<file path="src/rtl/gpt_pkg.sv">
// Shared timer definitions: input-capture prescaler encoding and default counter width.
package gpt_pkg;

  localparam int GPT_CNT_WIDTH = 16;

  typedef enum logic [1:0] {
    IC_DIV1 = 2'd0,
    IC_DIV2 = 2'd1,
    IC_DIV4 = 2'd2,
    IC_DIV8 = 2'd3
  } ic_psc_e;

  // Prescaler count value at which the next active edge completes a capture.
  function automatic logic [2:0] psc_last(input ic_psc_e psc);
    case (psc)
      IC_DIV1: return 3'd0;
      IC_DIV2: return 3'd1;
      IC_DIV4: return 3'd3;
      default: return 3'd7;
    endcase
  endfunction

endpackage

</file>
<file path="src/rtl/ic_filter.sv">
// Digital glitch filter: q follows d only after d has differed from it for len
// consecutive clocks; len = 0 passes d straight through.
module ic_filter (
  input  logic       clk_i,
  input  logic       areset_i,
  input  logic       d,
  input  logic [3:0] len,
  output logic       q
);

  logic       q_r;
  logic [3:0] cnt_r;

  // In bypass the register shadows d so a later non-zero len starts clean.
  always_ff @(posedge clk_i or posedge areset_i) begin
    if (areset_i) begin
      q_r   <= 1'b0;
      cnt_r <= 4'd0;
    end else if (len == 4'd0) begin
      q_r   <= d;
      cnt_r <= 4'd0;
    end else if (d == q_r) begin
      cnt_r <= 4'd0;
    end else if (cnt_r >= len - 4'd1) begin
      q_r   <= d;
      cnt_r <= 4'd0;
    end else begin
      cnt_r <= cnt_r + 4'd1;
    end
  end

  assign q = (len == 4'd0) ? d : q_r;

endmodule

</file>
<file path="src/rtl/input_capture.sv">
// Timer input-capture channel: sync2, optional digital filter (INPUT_CAPTURE_FILTER_EN),
// edge select, edge prescaler, capture register with sticky capture/overcapture flags.
module input_capture
  import gpt_pkg::*;
#(
  parameter int CNT_WIDTH = GPT_CNT_WIDTH
) (
  input  logic                 clk_i,
  input  logic                 areset_i,
  input  logic                 ic_i,
  input  logic [CNT_WIDTH-1:0] cnt_i,
  input  logic                 enable_i,
  input  logic                 polarity_i,
  input  logic [1:0]           icpsc_i,
  input  logic [3:0]           icf_i,
  input  logic                 ccif_clr_i,
  input  logic                 ccof_clr_i,
  output logic [CNT_WIDTH-1:0] ccr_o,
  output logic                 capture_o,
  output logic                 ccif_o,
  output logic                 ccof_o
);

  logic [1:0] sync_q;
  logic       filt;
  logic       filt_d;
  logic [2:0] psc_cnt;
  logic [2:0] psc_base;
  logic [2:0] psc_next;
  logic [1:0] icpsc_q;
  logic       active_edge;
  logic       cap;

  always_ff @(posedge clk_i or posedge areset_i) begin
    if (areset_i) sync_q <= 2'b00;
    else          sync_q <= {sync_q[0], ic_i};
  end

`ifdef INPUT_CAPTURE_FILTER_EN
  ic_filter u_filter (
    .clk_i    (clk_i),
    .areset_i (areset_i),
    .d        (sync_q[1]),
    .len      (icf_i),
    .q        (filt)
  );
`else
  logic unused_icf;
  assign unused_icf = ^icf_i;
  assign filt       = sync_q[1];
`endif

  // Edge history and the prescaler-change detector run even while disabled,
  // so enabling never sees a stale level as a fresh edge.
  always_ff @(posedge clk_i or posedge areset_i) begin
    if (areset_i) begin
      filt_d  <= 1'b0;
      icpsc_q <= 2'd0;
      psc_cnt <= 3'd0;
    end else begin
      filt_d  <= filt;
      icpsc_q <= icpsc_i;
      psc_cnt <= psc_next;
    end
  end

  always_comb begin
    active_edge = polarity_i ? (filt_d & ~filt) : (filt & ~filt_d);
    psc_base    = (icpsc_i != icpsc_q) ? 3'd0 : psc_cnt;
    psc_next    = psc_base;
    cap         = 1'b0;
    if (!enable_i) begin
      psc_next = 3'd0;
    end else if (active_edge) begin
      if (psc_base == psc_last(ic_psc_e'(icpsc_i))) begin
        cap      = 1'b1;
        psc_next = 3'd0;
      end else begin
        psc_next = psc_base + 3'd1;
      end
    end
  end

  // capture_o is a single-cycle strobe with no back-pressure: in the cycle it
  // is high, ccr_o already holds the newly captured count and ccif_o is set.
  always_ff @(posedge clk_i or posedge areset_i) begin
    if (areset_i) begin
      ccr_o     <= '0;
      capture_o <= 1'b0;
      ccif_o    <= 1'b0;
      ccof_o    <= 1'b0;
    end else begin
      capture_o <= cap;
      if (cap) ccr_o <= cnt_i;
      if (cap)             ccif_o <= 1'b1;
      else if (ccif_clr_i) ccif_o <= 1'b0;
      if (cap && ccif_o)   ccof_o <= 1'b1;
      else if (ccof_clr_i) ccof_o <= 1'b0;
    end
  end

endmodule
</file>
<file path="config.mk">
export PLATFORM = sky130hd
export DESIGN_NAME = input_capture
export DESIGN_NICKNAME = d
export VERILOG_FILES = /design/src/rtl/gpt_pkg.sv /design/src/rtl/ic_filter.sv /design/src/rtl/input_capture.sv
export SDC_FILE = /design/constraint.sdc
export NUM_CORES = 1
export LEC_CHECK = 0
export CAP_MARGIN = 20
export CORE_ASPECT_RATIO = 0.6
export CORE_MARGIN = 4
export CORE_UTILIZATION = 35
export CTS_BUF_LIST = sky130_fd_sc_hd__clkbuf_4 sky130_fd_sc_hd__clkbuf_8
export DETAILED_ROUTE_END_ITERATION = 10
export PLACE_DENSITY_LB_ADDON = 0.3
export SETUP_SLACK_MARGIN = 0.5
export SYNTH_ARGS = -nofsm -noshare
export SYNTH_HDL_FRONTEND = slang
export SYNTH_SLANG_ARGS = --single-unit
</file>
<file path="constraint.sdc">
create_clock -name clk_i -period 2.9 [get_ports clk_i]
set_input_delay 0.725 -clock clk_i [delete_from_list [all_inputs] [get_ports clk_i]]
set_output_delay 0.725 -clock clk_i [all_outputs]
set_load 0.02 [all_outputs]
</file>
# After elaboration in Yosys (flattened, before gate mapping)
# Cells that the tools add are included.
[word_totals] ff_bits=27 in_bits=29 out_inout_bits=19 word_cells=36
[classes] n_addsub=1 eq_ne=4 n_mux=15 bitwise_logic=4 reduce_logical=4
[op_table] cell="3-bit two-way mux" count=6
[op_table] cell="3-bit one-hot mux with 3 select lines" count=1
[op_table] cell="1-bit two-way mux" count=8
[op_table] cell="2-bit nonzero test" count=2
[op_table] cell="3-bit by 1-bit adder with 3-bit output (second input constant)" count=1
[op_table] cell="3-bit == test" count=1
[op_table] cell="1-bit AND" count=2
[op_table] cell="2-bit by 1-bit == test with 1-bit output (second input constant)" count=1
[op_table] cell="2-bit == test (second input constant)" count=1
[op_table] cell="2-bit logical NOT" count=1
[op_table] cell="2-bit inequality test" count=1
[op_table] cell="1-bit NOT" count=2
[op_table] cell="1-bit logical AND" count=1

# Depth between registers and ports, before layout
# Gate-level depths: netlist of the first run.
[depth] word_depth=11 depth_mapped=9

# Least setup slack after synthesis of the first run
# Ideal clock, no wire load.
[synth_timing] path_kind="input to register" startpoint="input icpsc_i[1]" endpoint="register ccr_o[10]" setup_ns=0.125 t_arrival_ns=2.432 t_required_ns=2.775 setup_slack_ns=0.343 stages=8 path_buffers=2 path_cell_list="buf_6 > or3_1 > a21boi_1 > o21ai_1 > a221o_2 > nor2_8 > buf_12 > mux2_4"
[synth_via] elab_chain_len=8
[synth_rtl] item="start, declared" line="input_capture.sv:14" source="input logic [1:0] icpsc_i,"
[synth_rtl] item="2-bit == test, or another cell as far along" line="gpt_pkg.sv:15" source="case (psc)"
[synth_rtl] item="3-bit one-hot mux with 3 select lines" line="gpt_pkg.sv:15"
[synth_rtl] item="3-bit two-way mux" line="input_capture.sv:74" source="end else if (active_edge) begin"
[synth_rtl] item="3-bit two-way mux" line="input_capture.sv:72" source="if (!enable_i) begin"
[synth_rtl] item="3-bit == test *" line="input_capture.sv:75" source="if (psc_base == psc_last(ic_psc_e'(icpsc_i))) begin"
[synth_rtl] item="1-bit two-way mux *" line="input_capture.sv:75"
[synth_rtl] item="1-bit two-way mux *" line="input_capture.sv:74"
[synth_rtl] item="1-bit two-way mux *" line="input_capture.sv:72"
[synth_rtl] item="via cap" line="input_capture.sv:32" source="logic cap;"
[synth_rtl] item="end signal, assigned" line="input_capture.sv:94" source="if (cap) ccr_o <= cnt_i;"
[synth_rtl] item="end, declared" line="input_capture.sv:18" source="output logic [CNT_WIDTH-1:0] ccr_o,"
# The timed path passes the listed nets; every way through them passes the cells marked *. The select of a mux whose other input is x is not followed.
# A chain may end at the register's enable or synchronous reset.

# Worst setup path in the final report of the first run
[layout_timing] startpoint="input icpsc_i[1]" endpoint="register ccr_o[4]"
[layout_via] elab_chain_len=8
[layout_rtl] item="2-bit == test, or another cell as far along" line="gpt_pkg.sv:15"
[layout_rtl] item="3-bit one-hot mux with 3 select lines" line="gpt_pkg.sv:15"
[layout_rtl] item="3-bit two-way mux" line="input_capture.sv:74"
[layout_rtl] item="3-bit two-way mux" line="input_capture.sv:72"
[layout_rtl] item="3-bit == test *" line="input_capture.sv:75"
[layout_rtl] item="1-bit two-way mux *" line="input_capture.sv:75"
[layout_rtl] item="1-bit two-way mux *" line="input_capture.sv:74"
[layout_rtl] item="1-bit two-way mux *" line="input_capture.sv:72"
# Mark *: on every way between the ends. The rest lies on a longest branch, timed or not. The select of a mux whose other input is x is not followed.

==> results of run 1 <==
-- logic make-up after synthesis --
kind of cell | after synthesis
and+or+nand+nor | 24
AOI/OAI and AO/OA | 14
buffers and inverters | 8
xor gates and xnor gates | 2
DFF | 27
muxes | 16
adders and majority gates | 1
-- through the flow --
stage               worst slack, ns  hold WS, ns  total power [uW]    util  area, um2
detailed placement         0.004234       0.3396             835.2  0.5213       1712
finish                       0.5997       0.3613              1044  0.5625       1847
global route                 0.5174       0.3649              1093  0.5625       1847
CTS                          0.5102       0.3610              1053  0.5625       1847
global placement            0.06787       0.3334             827.8  0.5213       1712
floorplan                    0.4419       0.3312             654.2       -       1212
-- per-layer routing --
layer  wire [um]  share of wire
met4          28          0.011
met1        1141           0.44
met3         207          0.079
met5           0              0
met2        1238           0.47
-- flip-flops by register name (all words and copies together) (netlist names) --
signal	count
ccr_o	16
psc_cnt	3
icpsc_q	2
sync_q	2
capture_o	1
ccif_o	1
ccof_o	1
filt_d	1
-- cells in the final DEF (no fill, tap or decap), drive strengths merged, types with 2 or more instances in the layout --
cell,n
inv,4
a21boi,3
nor3,2
xor2,2
o21ai,4
dfrtp,27
nand2b,2
clkdlybuf4s50,41
nand2,5
clkbuf,3
a21oi,2
buf,12
nor2,5
mux2,16
nand3b,2
nor2b,2
-- power groups by stage --
stage	registers, uW	logic (uW)	clock network, uW
2_1_floorplan	554	100	0
3_3_place_gp	481	346	0
3_5_place_dp	486	350	0
4_1_cts	480	356	217
5_1_grt	489	369	235
6_report	478	350	215
-- worst min path at each step --
stage                     end  slack [ns]  cells past startpoint       from
finish              sync_q[1]        0.36                      0  sync_q[0]
global route        sync_q[1]        0.36                      0  sync_q[0]
CTS                 sync_q[1]        0.36                      0  sync_q[0]
detailed placement  sync_q[1]        0.34                      0  sync_q[0]
global placement    sync_q[1]        0.33                      0  sync_q[0]
floorplan           sync_q[1]        0.33                      0  sync_q[0]
-- timing repair --
| action | 4_1_cts | 5_1_grt |
|---|---|---|
| gates resized for setup | 11 | 1 |
| setup buffers | 3 | 0 |
| setup endpoints to repair | 17 | 16 |
| cloned | 2 | 0 |
| pin swaps | 5 | 3 |
-- final cells by class --
| class | instances | share of cell area |
|---|---|---|
| Inverter | 4 | 0.008130 |
| Tap cell | 45 | 0.03049 |
| Clock inverter | 1 | 0.002710 |
| Multi-Input combinational cell | 57 | 0.2581 |
| Clock buffer | 3 | 0.02236 |
| Sequential cell | 27 | 0.3659 |
| Timing Repair Buffer | 54 | 0.3123 |
-- critical path: stages --
cell,delay (ns)
buf_6,0.10
or3_1,0.37
a21boi_1,0.13
o21ai_1,0.08
a221o_2,0.40
nor2_8,0.12
buf_6,0.12
buf_16,0.11
mux2_2,0.32
==> metrics.csv, run 1 <==
stage,metric,value,unit
sta,fin crit share,0.7932,
setup_path,Critical Path Source,icpsc_i[1],
clocking,clock-pin slew on the worst setup and hold paths,0.09,ns
drt,Via Count,898,
drt,DRT iter0 DRCs,56,
synth,Avg Inst Size Synth,13.14,um2
sta,min Tclk post-route,2.300,ns
pwr,Flop pwr share,0.458,
sta,clock skew,0.005738,ns
die,num rows,16,
place,RePlAce Congestion,0.7072,
place,post-DP HPWL,1966,um
finish,number of nets in the layout,177,
global_routing,first-pass GRT wire length,4209,um
outcome,outcome,completed,
drt,WL final,2617,um
synth,largest family of logic cells by synthesized area,multiplexers,
drt,drt pass-1 iters,4,
sta,setup TNS,0,ns
setup_path,Reg2Reg Setup Slack,0.67,ns
setup_path,Critical Path End,ccr_o[4],
synth,top post-synthesis cells by area,"dfrtp_1 56%, mux2_4 11%, mux2_2 6.5%, buf_12 1.7%, nor2_8 1.7%",
die,Die Span X,83.87,um
finish,Filler Cell Count,297,
job,max cap viols,0,
synth,area fraction of the dominant cell type after synthesis,0.5590,
synth,"count leader, synth",dfrtp_1,
synth,sequential share of the synthesized area,0.5590,
setup_path,"Req. time, crit path",3.07,ns
setup_path,R2R depth,8,
synth,commonest cells in the netlist,"27 x dfrtp_1, 9 x mux2_4, 7 x mux2_2",
finish,flip-flop and latch area,675.6,um2
drt,Post-route DRC,0,
sta,Max-Slew Margin vs Limit,0.7777,
finish,share of cells above drive strength 1,0.2397,
sta,final hold viol count,0,
setup_path,FF-to-FF Start,icpsc_q[1],
synth,mapped cell area,0.001209,mm2
synth,ys flop type,dfrtp_1,
sta,Peak Freq,0.4347,GHz
pwr,power density cells,565.3,mW/mm2
global_routing,GRT met1 Usage,0.1562,
synth,"EDFF count, synth",0,
global_routing,GR peak layer,met2,
global_routing,largest net degree at the start of global routing,28,
global_routing,initial antenna violation count,0,
synth,XOR/XNOR Fraction of Synth Area,0.01449,
die,core area,0.003283,mm2
drt,wire length per cell,13.70,um
die,Chip Height,53.52,um
clocking,TritonCTS Buffers,3,
pwr,Gate power share,0.336,
pwr,Int Pwr,741.5,uW
setup_path,Worst setup SP type,input port,
clocking,clock latency on the worst-skew pair,0.28,ns
clocking,Sink Count,27,
synth,syn_nets,122,
clocking,H-tree depth,1,
global_routing,vias in the first global route,906,
clocking,Root Buffer,clkbuf_8,
setup_path,CP Capture Type,flop,
global_routing,M3 GR Usage,0.05132,
finish,Area growth syn-to-layout,52.79,%
global_routing,Overflow after GRT,0,
setup_path,Setup CP Type,in -> reg,
die,IO Pins,48,
global_routing,GR Util met2,0.1953,
synth,Synth Area in Simple Gates,0.1159,
finish,Multi-input gate area,476.7,um2
pwr,Sw Pwr,302.5,uW
die,Die Area,0.004488,mm2
finish,Ant. Diodes,0,
sta,worst-margin pin slew,0.3334,ns
pwr,Leak,0.0008175,uW
setup_path,worst-path fanout max,4,
clocking,CTS max path bufs,2,
drt,Via density,4.702,
clocking,CTS tree,yes,
worst_hold_path,Hold Crit Class,reg -> reg,
synth,Synth Warn #,0,
setup_path,worst path arrival time,2.47,ns
finish,Post-Layout Cell Count,191,
pwr,Switching Fraction,0.2898,
synth,cell taking the most area after synthesis,dfrtp_1,
synth,asr flop ratio synth,1.000,
synth,post-synthesis compound-gate area fraction,0.07660,
place,Placed Cells,182,
sta,"Slew Viols, Final",0,
pwr,maximum vdd drop,0.2983,mV
die,Starting Density,0.3681,
synth,Mapped Cells,92,
clocking,Post-CTS Hold Buffers,0,
drt,Routed Antenna Nets,0,
global_routing,Total GRT Usage,0.1226,
place,port buffer count,43,
setup_path,Reg-to-Reg End,ccr_o[4],
sta,final setup fails,0,
synth,Synth Area in Adders,0.01035,
pwr,Clock power frac,0.206,
synth,"FF+latch count, synth",27,
synth,post-synthesis mux area share,0.1770,
sta,RSZ-0062 raised after global routing,no,
synth,count of cell types in the netlist,32,
(Power assumes the default switching activity.)
==> inputs of run 2 (changes only) <==
==> constraint.sdc (replaced) <==
create_clock -name clk_i -period 2.27 [get_ports clk_i]
set_input_delay 0.5675 -clock clk_i [delete_from_list [all_inputs] [get_ports clk_i]]
set_output_delay 0.5675 -clock clk_i [all_outputs]
set_load 0.02 [all_outputs]
==> run 2 against run 1 <==
  * Sequential share of layout area rose by 0.074 points
  * Highest routed layer unchanged
  * Total power rose by 25%
  * Count of clock-buffer cells in the layout rose by 1
  * Core utilization fell by 0.11 points
  * Final cell count rose by 1.0%
  * Worst setup slack got worse by 0.40 ns
  * Die area did not move
  * Critical endpoint is now ccr_o[9]
==> metrics.csv, run 2 (synthesis results as in run 1) <==
stage,metric,value,unit,change
setup_path,Worst setup SP type,flop,,
pwr,maximum vdd drop,0.4232,mV,+42%
clocking,CTS max path bufs,2,,unchanged
drt,Via Count,896,,-0.22%
finish,final instance area,0.001843,mm2,-0.20%
finish,Ant. Diodes,0,,unchanged
pwr,Leak,0.0008884,uW,+8.7%
finish,max FFs per register,16,,unchanged
die,IO Pins,48,,unchanged
pwr,Switching Fraction,0.2917,,+0.001937
pwr,Flop pwr share,0.464,,+0.006
clocking,TritonCTS Buffers,3,,unchanged
global_routing,first-pass GRT wire length,4422,um,+5.1%
die,Chip Height,53.52,um,unchanged
pwr,power density cells,709.6,mW/mm2,+26%
die,core area,0.003283,mm2,unchanged
clocking,H-tree depth,1,,unchanged
setup_path,"Req. time, crit path",2.43,ns,-0.64 ns
die,Die Area,0.004488,mm2,unchanged
sta,final setup fails,0,,unchanged
sta,fin crit share,0.9129,,
pwr,Int Pwr,926.3,uW,+25%
place,Placed Cells,186,,+2.2%
finish,Filler Cell Count,301,,+1.3%
global_routing,Total GRT Usage,0.1278,,+0.005229
setup_path,maximum single-stage delay on the critical path,0.41,ns,about the same
drt,Post-route DRC,0,,unchanged
drt,WL final,2706,um,+3.4%
finish,Post-Layout Cell Count,193,,+1.0%
place,RePlAce Congestion,0.7427,,+5.0%
setup_path,critical path's slowest cell,a221o_2,,
setup_path,worst-path fanout max,10,,+6
die,Die Span X,83.87,um,unchanged
sta,worst-margin pin slew,0.3341,ns,+0.0007343 ns
place,post-DP HPWL,2049,um,+4.2%
worst_hold_path,Hold Crit Class,reg -> reg,,
drt,drt pass-1 iters,2,,-2
finish,Reg with most FFs,ccr_o,,
finish,share of cells above drive strength 1,0.2973,,+0.05757
finish,final core occ,0.5614,,-0.001143
place,Placement Cell Area,0.001754,mm2,+2.5%
pwr,Clock power frac,0.213,,+0.007
global_routing,Overflow after GRT,0,,unchanged
finish,"commonest non-fill, non-tap cell in the layout",dfrtp_1,,
pwr,Gate power share,0.323,,-0.013
worst_hold_path,hold path cells,0,,unchanged
drt,Routed Antenna Nets,0,,unchanged
clocking,Sink Count,27,,unchanged
sta,final hold viol count,0,,unchanged
finish,number of nets in the layout,179,,+1.1%
sta,Worst Hold Slack,0.3535,ns,-0.007856 ns
pwr,Power Total,1308,uW,+25%
job,max cap viols,0,,unchanged
drt,DRT iter0 DRCs,12,,-79%
die,Starting Density,0.3681,,unchanged
finish,Area growth syn-to-layout,52.48,%,
sta,RSZ-0062 raised after global routing,yes,,
global_routing,vias in the first global route,981,,+8.3%
drt,Via density,4.642,,-1.3%
setup_path,CP Capture Type,flop,,
finish,most frequent cells in the layout,"27 x dfrtp_1, 22 x clkdlybuf4s50_1, 19 x dlygate4sd2_1",,
clocking,Root Buffer,clkbuf_8,,
global_routing,initial antenna violation count,0,,unchanged
clocking,clock-pin slew on the worst setup and hold paths,0.09,ns,about the same
setup_path,crit path cell chain,or3_1 -> a21boi_1 -> o21ai_1 -> a221o_2 -> nor2_8 -> buf_12 -> mux2_4,,
clocking,clock latency on the worst-skew pair,0.27,ns,about the same
clocking,Post-CTS Hold Buffers,0,,unchanged
outcome,outcome,completed,,
sta,min Tclk post-route,2.072,ns,
finish,largest registers,"ccr_o (16), psc_cnt (3)",,
sta,Peak Freq,0.4826,GHz,
place,port buffer count,43,,unchanged
setup_path,Setup CP Type,reg -> reg,,
sta,Max-Slew Margin vs Limit,0.7773,,about the same
drt,wire length per cell,14.02,um,+2.3%
global_routing,largest net degree at the start of global routing,28,,unchanged
sta,"Slew Viols, Final",0,,unchanged
die,num rows,16,,unchanged
setup_path,R2R depth,7,,-1
clocking,CTS tree,yes,,
pwr,Sw Pwr,381.5,uW,+26%
setup_path,worst path arrival time,2.23,ns,-0.24 ns
sta,clock skew,0.005312,ns,-0.0004262 ns
run 2: stage by stage:
step                      setup slack (ns)  setup TNS, ns
after global routing                0.1358              0
final                               0.1977              0
after detailed placement           -0.4292         -7.550
after floorplan                   -0.02962        -0.2666
after global placement             -0.3886         -6.796
after CTS                           0.1353              0
run 2: layer usage:
layer / vias to the layer above / track usage / part of all wire
li1: 430 / - / -
met1: 442 / 0.1420 / 0.42
met2: 20 / 0.2348 / 0.51
met3: 4 / 0.05132 / 0.062
met4: 0 / 0.03209 / 0.0063
met5: - / 0 / 0
run 2: what timing repair did:
action,4_1_cts,5_1_grt
pin swaps,5,6
buffers inserted,1,2
endpoints found under the setup margin,41,22
resized for setup,29,14
run 2: power by group through the flow:
stage / Sequential (uW) / Combinational [uW] / Clock [uW]
floorplan: 708 / 128 / 0
global placement: 611 / 451 / 0
detailed placement: 618 / 457 / 0
CTS: 607 / 407 / 289
global route: 617 / 450 / 304
finish: 607 / 422 / 278
run 2: cell type report:
class / instances / area (um2) / area share
multi-input cells: 57 / 524.3 / 0.2845
flip-flops and latches: 27 / 675.6 / 0.3666
inverters: 4 / 15.01 / 0.008147
clock buffers: 4 / 48.80 / 0.02648
well taps: 45 / 56.30 / 0.03055
repair buffers: 56 / 523.0 / 0.2838
run 2: final timing paths:
path	startpoint	end	slack, ns
max	psc_cnt[1]	ccr_o[9]	0.20
min	sync_q[0]	sync_q[1]	0.35
max reg2reg	psc_cnt[1]	ccr_o[9]	0.20
min reg2reg	sync_q[0]	sync_q[1]	0.35
max in group asynchronous	areset_i	ccr_o[0]	1.37
min in group asynchronous	areset_i	ccr_o[11]	0.65
run 2: worst max-delay path: cells and delay by family, from the launching register on:
family | cells | cell delay (ns)
AOI/OAI and AO/OA | 3 | 0.61
buffers and inverters | 1 | 0.15
DFF | 1 | 0.39
muxes | 1 | 0.30
and+or+nand+nor | 2 | 0.49
==> RTL edit: new RTL, flow settings as in run 1 <==
Register the input `cnt_i` before use. The logic sees it one clock later. The other inputs are not delayed to match.
--- a/src/rtl/input_capture.sv
+++ b/src/rtl/input_capture.sv
@@ -22,2 +22,8 @@
 );
+
+  logic [CNT_WIDTH-1:0] cnt_q;
+
+  always_ff @(posedge clk_i) begin
+    cnt_q <= cnt_i;
+  end
 
@@ -93,3 +99,3 @@
       capture_o <= cap;
-      if (cap) ccr_o <= cnt_i;
+      if (cap) ccr_o <= cnt_q;
       if (cap)             ccif_o <= 1'b1;
Check against the original RTL: not equivalent (Yosys sat finds a counterexample within 4 cycles, from zero or initial values and one cycle with areset_i high).
==> RTL edit against run 1 <==
  * Area after synthesis grew 24%
  * Routed wire length grew 12%
  * Setup slack lost 12 ps
  * Clock skew grew 2.4 ps
  * Global-route usage shrank 0.30 points
  * Power grew 47%
  * Sequential cell count grew 16
  * Cell area grew 20%
  * Maximum frequency shrank 0.51%
==> RTL edit: results (changes against run 1) <==
Status
  – Outcome: finished clean (unchanged)

Job
  – Max-Cap Viols: 0 (unchanged)

Global route
  – First-pass GRT wire length: 4910 um (was 4210 um)
  – Tot GR Track Use: 0.120 (was 0.123)
  – Vias in the first global route: 1031 (was 906)

Layout
  – Layout cells sized above 1: 0.239 (was 0.240)
  – Layout Cells excl Fill: 219 (was 191)
  – Number of fill cells: 331 (was 297)
  – Final #Nets: 188 (was 177)
  – Largest registers: ccr_o: 16 flops, cnt_q: 16 flops, psc_cnt: 3 flops (was ccr_o: 16 flops, psc_cnt: 3 flops)

Worst setup path
  – Slowest CP cell: a221oi_4 (was a221o_2)
  – CP max FO: 9 (was 4)
  – Crit-path max cell delay: 340 ps (was 400 ps)
  – Data arrival, critical path: 2490 ps (was 2470 ps)

Synthesis
  – Syn_area_per_cell: 14.9 sq um (was 13.1 sq um)
  – XOR/XNOR Fraction of Synth Area: 0.0117 (was 0.0145)
  – Synth Area in Adders: 0.00833 (was 0.0104)
  – Synth Area in Compound Gates: 0.0691 (was 0.0766)
  – Syn nets: 131 (was 122)
  – Area contributors post-synth: dfrtp_1 (45%), dfxtp_1 (21%), mux2_4 (7.0%) (was dfrtp_1 (56%), mux2_4 (11%), mux2_2 (6.5%))
  – Synth cell types: 29 (was 32)
  – Post-synthesis mux area share: 0.137 (was 0.177)

Power
  – Max IR drop VDD: 0.417 mV (was 0.298 mV)
  – Leakage power: 0.000978 uW (was 0.000817 uW)

Place
  – Detail Placement HPWL: 2020 um (was 1970 um)
  – GPL Wtd Cong: 0.772 (was 0.707)
  – Placed Cells: 209 (was 182)

Timing
  – Clock Skew: 8.10 ps (was 5.74 ps)
  – Worst-Margin Slew: 420 ps (was 333 ps)

Clock tree
  – H-tree levels: 2 (was 1)
  – CTS Buf Count: 5 (was 3)

Route
  – DR vias/cell: 4.32 (was 4.70)
  – DR iter-0 viols: 16 (was 56)
  – Final wirelength: 2930 um (was 2620 um)

Min path
  – Hold WC Path Type: reg2reg (unchanged)
-- RTL edit: changes by cell type after synthesis, moves of 2 or more --
cell / change
buf_2: -2
o22ai_1: +2
mux2_2: +2
o21ai_1: -2
dfxtp_1: +16
nor2b_1: -2
xor2_1: -2
nor3_1: -2
xnor2_1: +2
inv_1: +2
nand3_1: +3
mux2_4: -2
-- RTL edit: layer usage --
metal	wire length [um]	vias up	track usage	share of wire
li1	-	464	-	-
met1	1300	458	0.148	0.44
met2	1370	21	0.181	0.47
met3	228	4	0.0600	0.078
met4	27	0	0.0444	0.0092
met5	0	-	0	0
-- RTL edit: stage by stage --
step                      instance area (sq um)  hold WS [ps]  setup WS (ps)  power, uW   util
final                                      2210           353            588       1530  0.536
after detailed placement                   2030           337           -258       1080  0.493
after global routing                       2210           363            517       1600  0.536
after global placement                     2030           334           -204       1070  0.493
after CTS                                  2210           356            528       1560  0.536
after floorplan                            1500           331            568        890      -
-- RTL edit: timing repair --
item	4_1_cts	5_1_grt
hold buffers	0	0
endpoints found under the setup margin	19	6
endpoints found under the hold margin	0	0
pin swaps	3	0
resized for setup	4	1
cloned	1	0
setup buffers	1	0
-- RTL edit: logic make-up after synthesis --
group / count (synthesis)
compound gates: 12
xor+xnor: 2
fa+ha+maj: 1
buf+inv: 7
flops: 43
mux: 16
simple gates: 20
-- RTL edit: worst paths after layout --
check | start | to | slack (ps) | cells after the start
worst min-delay path | sync_q[0] | sync_q[1] | 350 | 0
worst max-delay path | icpsc_i[0] | ccr_o[6] | 590 | 7
max in group asynchronous | areset_i | ccr_o[1] | 1860 | 3
worst max register to register | icpsc_q[1] | ccr_o[6] | 780 | 6
min in group asynchronous | areset_i | ccr_o[5] | 780 | 3
worst min register to register | sync_q[0] | sync_q[1] | 350 | 0
-- RTL edit: final cells by class --
class,count,area [sq um],share of cell area
well taps,60,75.1,0.0340
flip-flops and latches,43,996,0.451
inverters,6,22.5,0.0102
clock buffers,5,68.8,0.0312
multi-input cells,51,470,0.213
repair buffers,51,529,0.240
clock inverters,3,46.3,0.0210
-- RTL edit: worst reg2reg max path, delay by kind of cell, from the launching register on --
family          cells  cell delay, ps
compound gates      2             670
mux                 1             260
buf+inv             1             290
simple gates        2             330
flops               1             450
-- RTL edit: power breakdown --
group          total (uW)  switching, uW  internal, uW
combinational         353            149           204
clock                 470            211           259
sequential            710           38.2           672
